### src/rtl/serial_subtractor_if.sv
// Handshake/operand bundle for the bit-serial subtractor.
// Ovf is present only when SERSUB_OVF_EN is defined.
interface serial_subtractor_if #(
  parameter int WIDTH = 8
);
  logic             start;
  logic [WIDTH-1:0] A;
  logic [WIDTH-1:0] B;
  logic             busy;
  logic             done;
  logic [WIDTH-1:0] Diff;
  logic             Bout;
`ifdef SERSUB_OVF_EN
  logic             Ovf;

  modport master (
    output start, A, B,
    input  busy, done, Diff, Bout, Ovf
  );

  modport slave (
    input  start, A, B,
    output busy, done, Diff, Bout, Ovf
  );
`else
  modport master (
    output start, A, B,
    input  busy, done, Diff, Bout
  );

  modport slave (
    input  start, A, B,
    output busy, done, Diff, Bout
  );
`endif
endinterface

### src/rtl/serial_subtractor.sv
// Bit-serial A-B, LSB first, one bit per clock; result after WIDTH cycles.
// Optional signed overflow flag Ovf enabled by macro SERSUB_OVF_EN.
module serial_subtractor #(
  parameter int WIDTH = 8
) (
  input logic              clk,
  input logic              rst,
  serial_subtractor_if.slave bus
);

  localparam int CW = (WIDTH > 2) ? $clog2(WIDTH) : 1;
  localparam logic [CW-1:0] LAST = CW'(WIDTH - 1);

  typedef enum logic [1:0] {
    IDLE,
    SHIFT,
    DONE
  } state_t;

  state_t           state;
  state_t           state_nx;
  logic [WIDTH-1:0] a_sh;
  logic [WIDTH-1:0] b_sh;
  logic [WIDTH-1:0] res_sh;
  logic [WIDTH-1:0] diff_q;
  logic             br;
  logic             bout_q;
  logic [CW-1:0]    cnt;
  logic             load;
  logic             step;
  logic             last;
  logic             h1_d;
  logic             h1_b;
  logic             h2_b;
  logic             d_bit;
  logic             br_nx;

  // Two cascaded half subtractors: a-b, then minus borrow-in.
  always_comb begin
    h1_d  = a_sh[0] ^ b_sh[0];
    h1_b  = ~a_sh[0] & b_sh[0];
    d_bit = h1_d ^ br;
    h2_b  = ~h1_d & br;
    br_nx = h1_b | h2_b;
  end

  assign last = (cnt == LAST);

  always_ff @(posedge clk or posedge rst) begin
    if (rst) state <= IDLE;
    else     state <= state_nx;
  end

  always_comb begin
    state_nx = state;
    load     = 1'b0;
    step     = 1'b0;
    unique case (state)
      IDLE: begin
        if (bus.start) begin
          load     = 1'b1;
          state_nx = SHIFT;
        end
      end
      SHIFT: begin
        step = 1'b1;
        if (last) state_nx = DONE;
      end
      DONE:    state_nx = IDLE;
      default: state_nx = IDLE;
    endcase
  end

`ifdef SERSUB_OVF_EN
  logic a_msb;
  logic b_msb;
  logic ovf_q;

  // Operand MSBs are shifted out, so keep the sign bits separately.
  always_ff @(posedge clk or posedge rst) begin
    if (rst) begin
      a_msb <= 1'b0;
      b_msb <= 1'b0;
      ovf_q <= 1'b0;
    end else if (load) begin
      a_msb <= bus.A[WIDTH-1];
      b_msb <= bus.B[WIDTH-1];
    end else if (step && last) begin
      ovf_q <= (a_msb != b_msb) && (d_bit != a_msb);
    end
  end

  assign bus.Ovf = ovf_q;
`endif

  always_ff @(posedge clk or posedge rst) begin
    if (rst) begin
      a_sh   <= '0;
      b_sh   <= '0;
      res_sh <= '0;
      diff_q <= '0;
      br     <= 1'b0;
      bout_q <= 1'b0;
      cnt    <= '0;
    end else if (load) begin
      a_sh   <= bus.A;
      b_sh   <= bus.B;
      res_sh <= '0;
      br     <= 1'b0;
      cnt    <= '0;
    end else if (step) begin
      a_sh   <= a_sh >> 1;
      b_sh   <= b_sh >> 1;
      res_sh <= {d_bit, res_sh[WIDTH-1:1]};
      br     <= br_nx;
      cnt    <= cnt + 1'b1;
      if (last) begin
        diff_q <= {d_bit, res_sh[WIDTH-1:1]};
        bout_q <= br_nx;
      end
    end
  end

  assign bus.busy = (state == SHIFT);
  assign bus.done = (state == DONE);
  assign bus.Diff = diff_q;
  assign bus.Bout = bout_q;

endmodule

### src/flat_wrapper.sv
// flat-port wrapper written by rule: the top's interface ports become plain ports
module serial_subtractor_flat 
#(
  parameter int WIDTH = 8
)
  (clk, rst, bus_start, bus_A, bus_B, bus_busy, bus_done, bus_Diff, bus_Bout);
  serial_subtractor_if #(.WIDTH(WIDTH)) bus_i ();
  input logic clk;
  input logic rst;
  input wire logic [$bits(bus_i.start)-1:0] bus_start;
  input wire logic [$bits(bus_i.A)-1:0] bus_A;
  input wire logic [$bits(bus_i.B)-1:0] bus_B;
  output wire logic [$bits(bus_i.busy)-1:0] bus_busy;
  output wire logic [$bits(bus_i.done)-1:0] bus_done;
  output wire logic [$bits(bus_i.Diff)-1:0] bus_Diff;
  output wire logic [$bits(bus_i.Bout)-1:0] bus_Bout;
  assign bus_i.start = bus_start;
  assign bus_i.A = bus_A;
  assign bus_i.B = bus_B;
  assign bus_busy = bus_i.busy;
  assign bus_done = bus_i.done;
  assign bus_Diff = bus_i.Diff;
  assign bus_Bout = bus_i.Bout;
  serial_subtractor #(.WIDTH(WIDTH)) u_core (.clk(clk), .rst(rst), .bus(bus_i));
endmodule
### config.mk
export PLATFORM = sky130hd
export DESIGN_NAME = serial_subtractor_flat
export DESIGN_NICKNAME = d
export VERILOG_FILES = /design/src/rtl/serial_subtractor_if.sv /design/src/rtl/serial_subtractor.sv /design/src/flat_wrapper.sv
export SDC_FILE = /design/constraint.sdc
export NUM_CORES = 1
export LEC_CHECK = 0
export BUFFER_PORTS_ARGS = -buffer_cell sky130_fd_sc_hd__clkbuf_2
export CAP_MARGIN = 10
export CELL_PAD_IN_SITES_DETAIL_PLACEMENT = 0
export CELL_PAD_IN_SITES_GLOBAL_PLACEMENT = 1
export CORE_MARGIN = 2
export CORE_UTILIZATION = 43
export CTS_CLUSTER_DIAMETER = 100
export DETAILED_ROUTE_END_ITERATION = 7
export HOLD_SLACK_MARGIN = 0.05
export PLACE_DENSITY = 0.9
export SYNTH_ARGS = -nofsm -noshare
export SYNTH_HDL_FRONTEND = slang
export SYNTH_SLANG_ARGS = --single-unit
export TNS_END_PERCENT = 30
### constraint.sdc
create_clock -name clk -period 2.15 [get_ports clk]
set_clock_uncertainty 0.05 [all_clocks]
set_input_delay 0.1075 -clock clk [delete_from_list [all_inputs] [get_ports clk]]
set_output_delay 0.1075 -clock clk [all_outputs]
set_load 0.01 [all_outputs]
==> key figures, run 1 <==
Pwr
  • Total power: between 2 and 3 mW
  • Max IR drop VDD: 0.5254 mV
  • Leak: 0.9361 nW
  • Total power per unit cell area: about 1400 nW/µm²

Yosys
  • Post-Syn Nets: 165
  • Post-Syn Area: approximately 1700 µm²
  • Seq/Total Area, Yosys: 0.5749
  • Mapped Cells: between 100 and 150
  • Synthesis warning total: 0
  • #FFs+latches synth: 38
  • Unique cell type count in the Yosys netlist: 25
  • Syn_area_per_cell: roughly 12 µm²

Setup path
  • Worst-path maximum fanout: 17
  • CP required: just under 2 ns
  • R2R Path Start: u_core.cnt[0]
  • CP peak stage delay: 0.64 ns
  • CP endpoint kind: output pin
  • Worst R2R Setup Slack: 0.59 ns
  • Critical-path cell list: nand2b_1 > inv_2 > clkbuf_2
  • Crit path max-delay cell type: dfrtp_1
  • Arr. time, crit path: approximately 1.7 ns
  • R2R depth: 4
  • WS Path Type: flip-flop to output pin
  • Setup crit start kind: flip-flop
  • FF-to-FF End: u_core.bus.Diff[2]

Layout
  • Fillers: around 340
  • Syn-to-layout area delta: 18.46%
  • ANT cells: 0
  • Design area: 1959 µm²
  • Fin nets: 199
  • Layout cells sized above 1: 0.2921

GRT
  • Pin count of the biggest net entering global routing: 39
  • Vias in the first global route: about 1,100
  • Gr usage total: 0.1584
  • Remaining Overflow, GRT: 0
  • Initial antenna violation count: 0
  • First-pass GRT wire length: a little over 5000 µm

Drt
  • DR vias/cell: approximately 5.2
  • Drt pass-1 iters: 4
  • WL/cell: between 10 and 15 µm
  • Initial drt markers: 78
  • # DRC: 0
  • DR vias: around 1,200
  • Routed Antenna Nets: 0
  • Overall routed net length: just over 3000 µm

Hold path
  • Worst Hold Launch: bus_A[3]
  • Hold depth: 3
  • Worst Hold Class: input port to flip-flop
  • Worst Hold End: u_core.a_sh[3]

Placed design
  • Area after DPL: between 1500 and 2000 µm²
  • Final HPWL DP: roughly 2100 µm
  • Gpl congestion: ~0.74
  • Post-Place Setup Slack: ~0.6 ns
  • Port-buffer cells: 29

Timing
  • PnR worst setup slack: between 0.3 and 0.4 ns
  • Hold WS: ~0.068 ns
  • Relative slew slack: 0.6835
  • Final setup vio count: 0
  • RSZ-0062 raised after global routing: no
  • Worst Max-Slew Pin Slew: between 0.4 and 0.5 ns
  • Fmax: roughly 540 MHz
  • Final hold vios: 0
  • Clock period minus worst slack: approximately 1.8 ns
  • Pins Over Slew Limit: 0
  • Tcrit/Tclk final: 0.8599
  • Final TNS setup: 0 ns

Die
  • Starting density of the core: 0.4484
  • Row cnt: 22
  • Die area: ~4400 µm²
  • Top-Level Pins: 30
  • Core ar.: roughly 3700 µm²
  • Die X: 66.02 µm
  • Die height: around 66 µm

Job
  • Max-cap violations: 0

Clocking
  • Root buffer cell: clkbuf_8
  • Maximum root-to-sink buffer count: 2
  • Clock latency on the worst-skew pair: 0.29 ns
  • Post-CTS Setup Repair Bufs: 0
  • CTS tree: done
  • Clock transition at path regs: 0.07 ns
  • CTS sink cnt: 38
  • Total CTS buffers: 5
  • H-Tree Level Count: 2

Status
  • Status: finished, final reports clean
Yosys cell counts, drive strengths merged:
library cell  number  share of area
buf                9          0.035
nor3              15          0.045
o21ba              1         0.0061
inv                6          0.014
nand2b             2          0.012
nand3b             1          0.012
nand2              6          0.014
nor3b              7          0.032
fa                 1          0.012
a22o               9          0.048
a211oi             1         0.0045
ha                 2          0.015
o32ai              6          0.032
or2                1         0.0038
o21bai             1         0.0045
a21oi              7          0.021
mux2               8          0.054
nor2              16          0.036
o22ai              2         0.0076
o21ai              2         0.0061
a32oi              2          0.011
dfrtp             38           0.57
cell families after synthesis:
group           count (synthesis)  share of synthesized area
compound gates                 31                     0.1399
fa+ha+maj                       3                    0.02723
buf+inv                        15                    0.04841
flops                          38                     0.5749
mux                             8                    0.05447
simple gates                   48                     0.1551
per-stage QoR:
step,utilization,instances
after floorplan,-,143
after global placement,0.4946,214
after detailed placement,0.4946,214
after CTS,0.5312,226
after global routing,0.5312,226
final,0.5312,226
final cells by class:
type                            instances  area [µm²]  area share
Inverter                                6       22.52     0.01149
Tap cell                               48       60.06     0.03065
Clock buffer                            6       82.58     0.04215
Sequential cell                        38       950.9      0.4853
Timing Repair Buffer                   36       207.7      0.1060
Multi-Input combinational cell         90       623.1      0.3180
Clock inverter                          2       12.51    0.006386
worst max path at each step:
stage                     cells past startpoint             from  slack (ns)                  to
final                                         3  u_core.state[0]        0.30            bus_busy
after detailed placement                      4    u_core.cnt[0]        0.59  u_core.bus.Diff[2]
after global placement                        4    u_core.cnt[0]        0.65  u_core.bus.Diff[0]
after CTS                                     3  u_core.state[0]        0.30            bus_busy
after floorplan                               5    u_core.cnt[0]        0.67  u_core.bus.Diff[0]
after global routing                          3  u_core.state[0]        0.15            bus_busy
per-layer routing:
layer  up-vias  routed length [µm]  track usage
li1        584                   -            -
met1       582                1411       0.2043
met2        18                1536       0.2475
met3         2                  96      0.04770
met4         0                  27      0.06888
met5         -                   0            0
layout by cell type (no fill, tap or decap), drive strengths merged, types with 2 or more instances in the layout:
cell / instances
nor3b: 7
buf: 3
ha: 2
nor3: 15
a32oi: 2
a22o: 9
o22ai: 2
mux2: 8
nand2: 6
a21oi: 7
dlygate4sd3: 4
nor2: 16
inv: 6
nand2b: 2
o21ai: 2
o32ai: 6
clkbuf: 35
dfrtp: 38
power breakdown:
group / switching [mW] / internal [mW]
sequential: 0.217 / 1.03
clock: 0.244 / 0.257
combinational: 0.476 / 0.482
total: 0.937 / 1.77
repair_timing:
item | CTS | global route
endpoints found under the hold margin | 41 | 0
resized for setup | 0 | 0
hold buffers | 4 | 0
critical path, delay by kind of cell (launching register included):
kind,cells,cell delay [ns]
buf+inv,2,0.41
simple gates,1,0.34
flops,1,0.64
registers in the layout (all words and copies together), names as in the netlist:
register	flops
u_core.br	1
u_core.b_sh	8
u_core.bus.Bout	1
u_core.cnt	3
u_core.res_sh	7
u_core.state	2
u_core.a_sh	8
u_core.bus.Diff	8
Note: power is estimated with default switching activity, not from simulation.
==> inputs of run 2 (changes only) <==
Settings changed: HOLD_SLACK_MARGIN 0.05 to 0.12, SLEW_MARGIN set to 10.
==> run 2 against run 1 <==
Against the previous run: non-clock buffer count rose by 10; core utilization rose by 2.7 points; clock-buffer cell count did not move; global-route usage rose by 0.66 points; register-to-register slack barely moved; critical endpoint unchanged; clock power barely moved; final cell count rose by 4.4%; critical path depth did not move.
==> key figures, run 2 (synthesis results as in run 1) <==
Status
  • Status: finished, final reports clean

Layout
  • Design area: about 2000 µm²
  • Syn-to-layout area delta: 24.51%
  • Layout cells sized above 1: 0.2766
  • ANT cells: 0
  • Fin nets: ~210
  • Most common cell after layout, fill and taps aside: dfrtp_1
  • Fin util: 0.5583
  • Most frequent cells in the layout: dfrtp_1, clkbuf_2, nor2_1

Drt
  • WL/cell: 13.61 µm
  • # DRC: 0
  • Initial drt markers: 94
  • DR vias: 1,217
  • DR vias/cell: 5.157
  • Routed Antenna Nets: 0
  • Overall routed net length: approximately 3200 µm
  • Drt pass-1 iters: 4

Timing
  • PnR worst setup slack: about 0.3 ns
  • Worst Max-Slew Pin Slew: about 0.48 ns
  • Clock period minus worst slack: about 1.8 ns
  • Tcrit/Tclk final: 0.8604
  • RSZ-0062 raised after global routing: no
  • Relative slew slack: 0.6828
  • Fmax: between 500 and 600 MHz
  • Pins Over Slew Limit: 0
  • Final setup vio count: 0
  • Final TNS setup: 0 ns
  • Final hold vios: 0

Die
  • Core ar.: between 3000 and 4000 µm²
  • Die height: 66.02 µm
  • Row cnt: 22
  • Starting density of the core: 0.4484
  • Top-Level Pins: 30
  • Die X: approximately 66 µm
  • Die area: 4359 µm²

Pwr
  • Leak: approximately 0.98 nW
  • Switching share of power: 0.3456
  • Power share of the sequential group: 0.459
  • Max IR drop VDD: about 0.54 mV
  • Pint: ~1.8 mW
  • Switching pwr: 0.9423 mW
  • Total power per unit cell area: approximately 1300 nW/µm²
  • Logic pwr share: 0.357
  • Clock share of power: 0.185

GRT
  • Pin count of the biggest net entering global routing: 39
  • Gr usage total: 0.1650
  • Remaining Overflow, GRT: 0
  • First-pass GRT wire length: around 5300 µm
  • Initial antenna violation count: 0
  • Vias in the first global route: roughly 1,200

Clocking
  • H-Tree Level Count: 2
  • Maximum root-to-sink buffer count: 2
  • Total CTS buffers: 5
  • Root buffer cell: clkbuf_8
  • Clock latency on the worst-skew pair: a little under 0.3 ns
  • CTS tree: done
  • Post-CTS Setup Repair Bufs: 0
  • CTS sink cnt: 38
  • Clock transition at path regs: roughly 0.070 ns

Setup path
  • CP endpoint kind: output pin
  • WS Path Type: flip-flop to output pin
  • Crit path depth: 3
  • Worst-path maximum fanout: 17
  • Setup crit start kind: flip-flop
  • Buf/Inv on CP: 2
  • CP peak stage delay: roughly 0.64 ns
  • Top cell family by delay on the critical path: flip-flops
  • CP required: between 1.5 and 2 ns
  • Critical-path cell list: nand2b_1 > inv_2 > clkbuf_2
  • Crit path max-delay cell type: dfrtp_1
  • R2R depth: 4
  • Worst R2R Setup Slack: between 0.5 and 0.6 ns
  • Arr. time, crit path: 1.69 ns

Job
  • Max-cap violations: 0

Hold path
  • Hold depth: 3
  • Worst Hold Class: input port to flip-flop

Placed design
  • Port-buffer cells: 29
  • Gpl congestion: ~0.74
  • Post-Place Setup Slack: about 0.59 ns
  • Area after DPL: about 1800 µm²
  • Final HPWL DP: 2102 µm
==> run 2: tightest hold or removal path: cells and delay by family <==
family | cells | cell delay, ns
and+or+nand+nor | 2 | 0.22
buffers and inverters | 1 | 0.08
==> run 2: path summary, 6_finish.rpt <==
check,endpoint,from
setup / recovery,bus_busy,u_core.state[0]
min in group asynchronous,u_core.bus.Diff[6],rst
max in group asynchronous,u_core.b_sh[4],rst
setup reg to reg,u_core.bus.Diff[2],u_core.cnt[0]
hold / removal,u_core.b_sh[3],bus_B[3]
hold reg to reg,u_core.bus.Bout,u_core.bus.Bout
==> run 2: per-stage QoR <==
step	hold WS, ns	power (mW)	cells
floorplan	0.2110	1.953	143
global placement	0.1616	2.162	214
detailed placement	0.1722	2.212	214
CTS	0.1277	2.755	236
global route	0.1230	2.930	236
finish	0.1277	2.726	236
==> run 2: cell type report <==
| cell class | instances | area [µm²] |
|---|---|---|
| Timing Repair Buffer | 46 | 307.8 |
| Tap cell | 48 | 60.06 |
| Fill cell | 330 | 1629 |
| Clock buffer | 6 | 82.58 |
| Sequential cell | 38 | 950.9 |
| Multi-Input combinational cell | 90 | 623.1 |
| Inverter | 6 | 22.52 |
| Clock inverter | 2 | 12.51 |
==> run 2: power groups by stage <==
stage               clock network (mW)  logic, mW  registers (mW)
finish                           0.503      0.973            1.25
global route                     0.551       1.09            1.29
CTS                              0.520      0.987            1.25
detailed placement                   0      0.954            1.26
global placement                     0      0.919            1.24
floorplan                            0      0.732            1.22
==> run 2: repair_timing <==
action	4_1_cts	5_1_grt
gates resized for setup	0	0
hold buffers	14	0
hold endpoints to repair	51	0
==> run 2: routing by layer <==
metal	vias to the layer above	global-route usage	wire [µm]
met1	591	0.2132	1466
met5	-	0	0
met2	18	0.2601	1601
li1	604	-	-
met3	4	0.04770	98
met4	0	0.06888	44
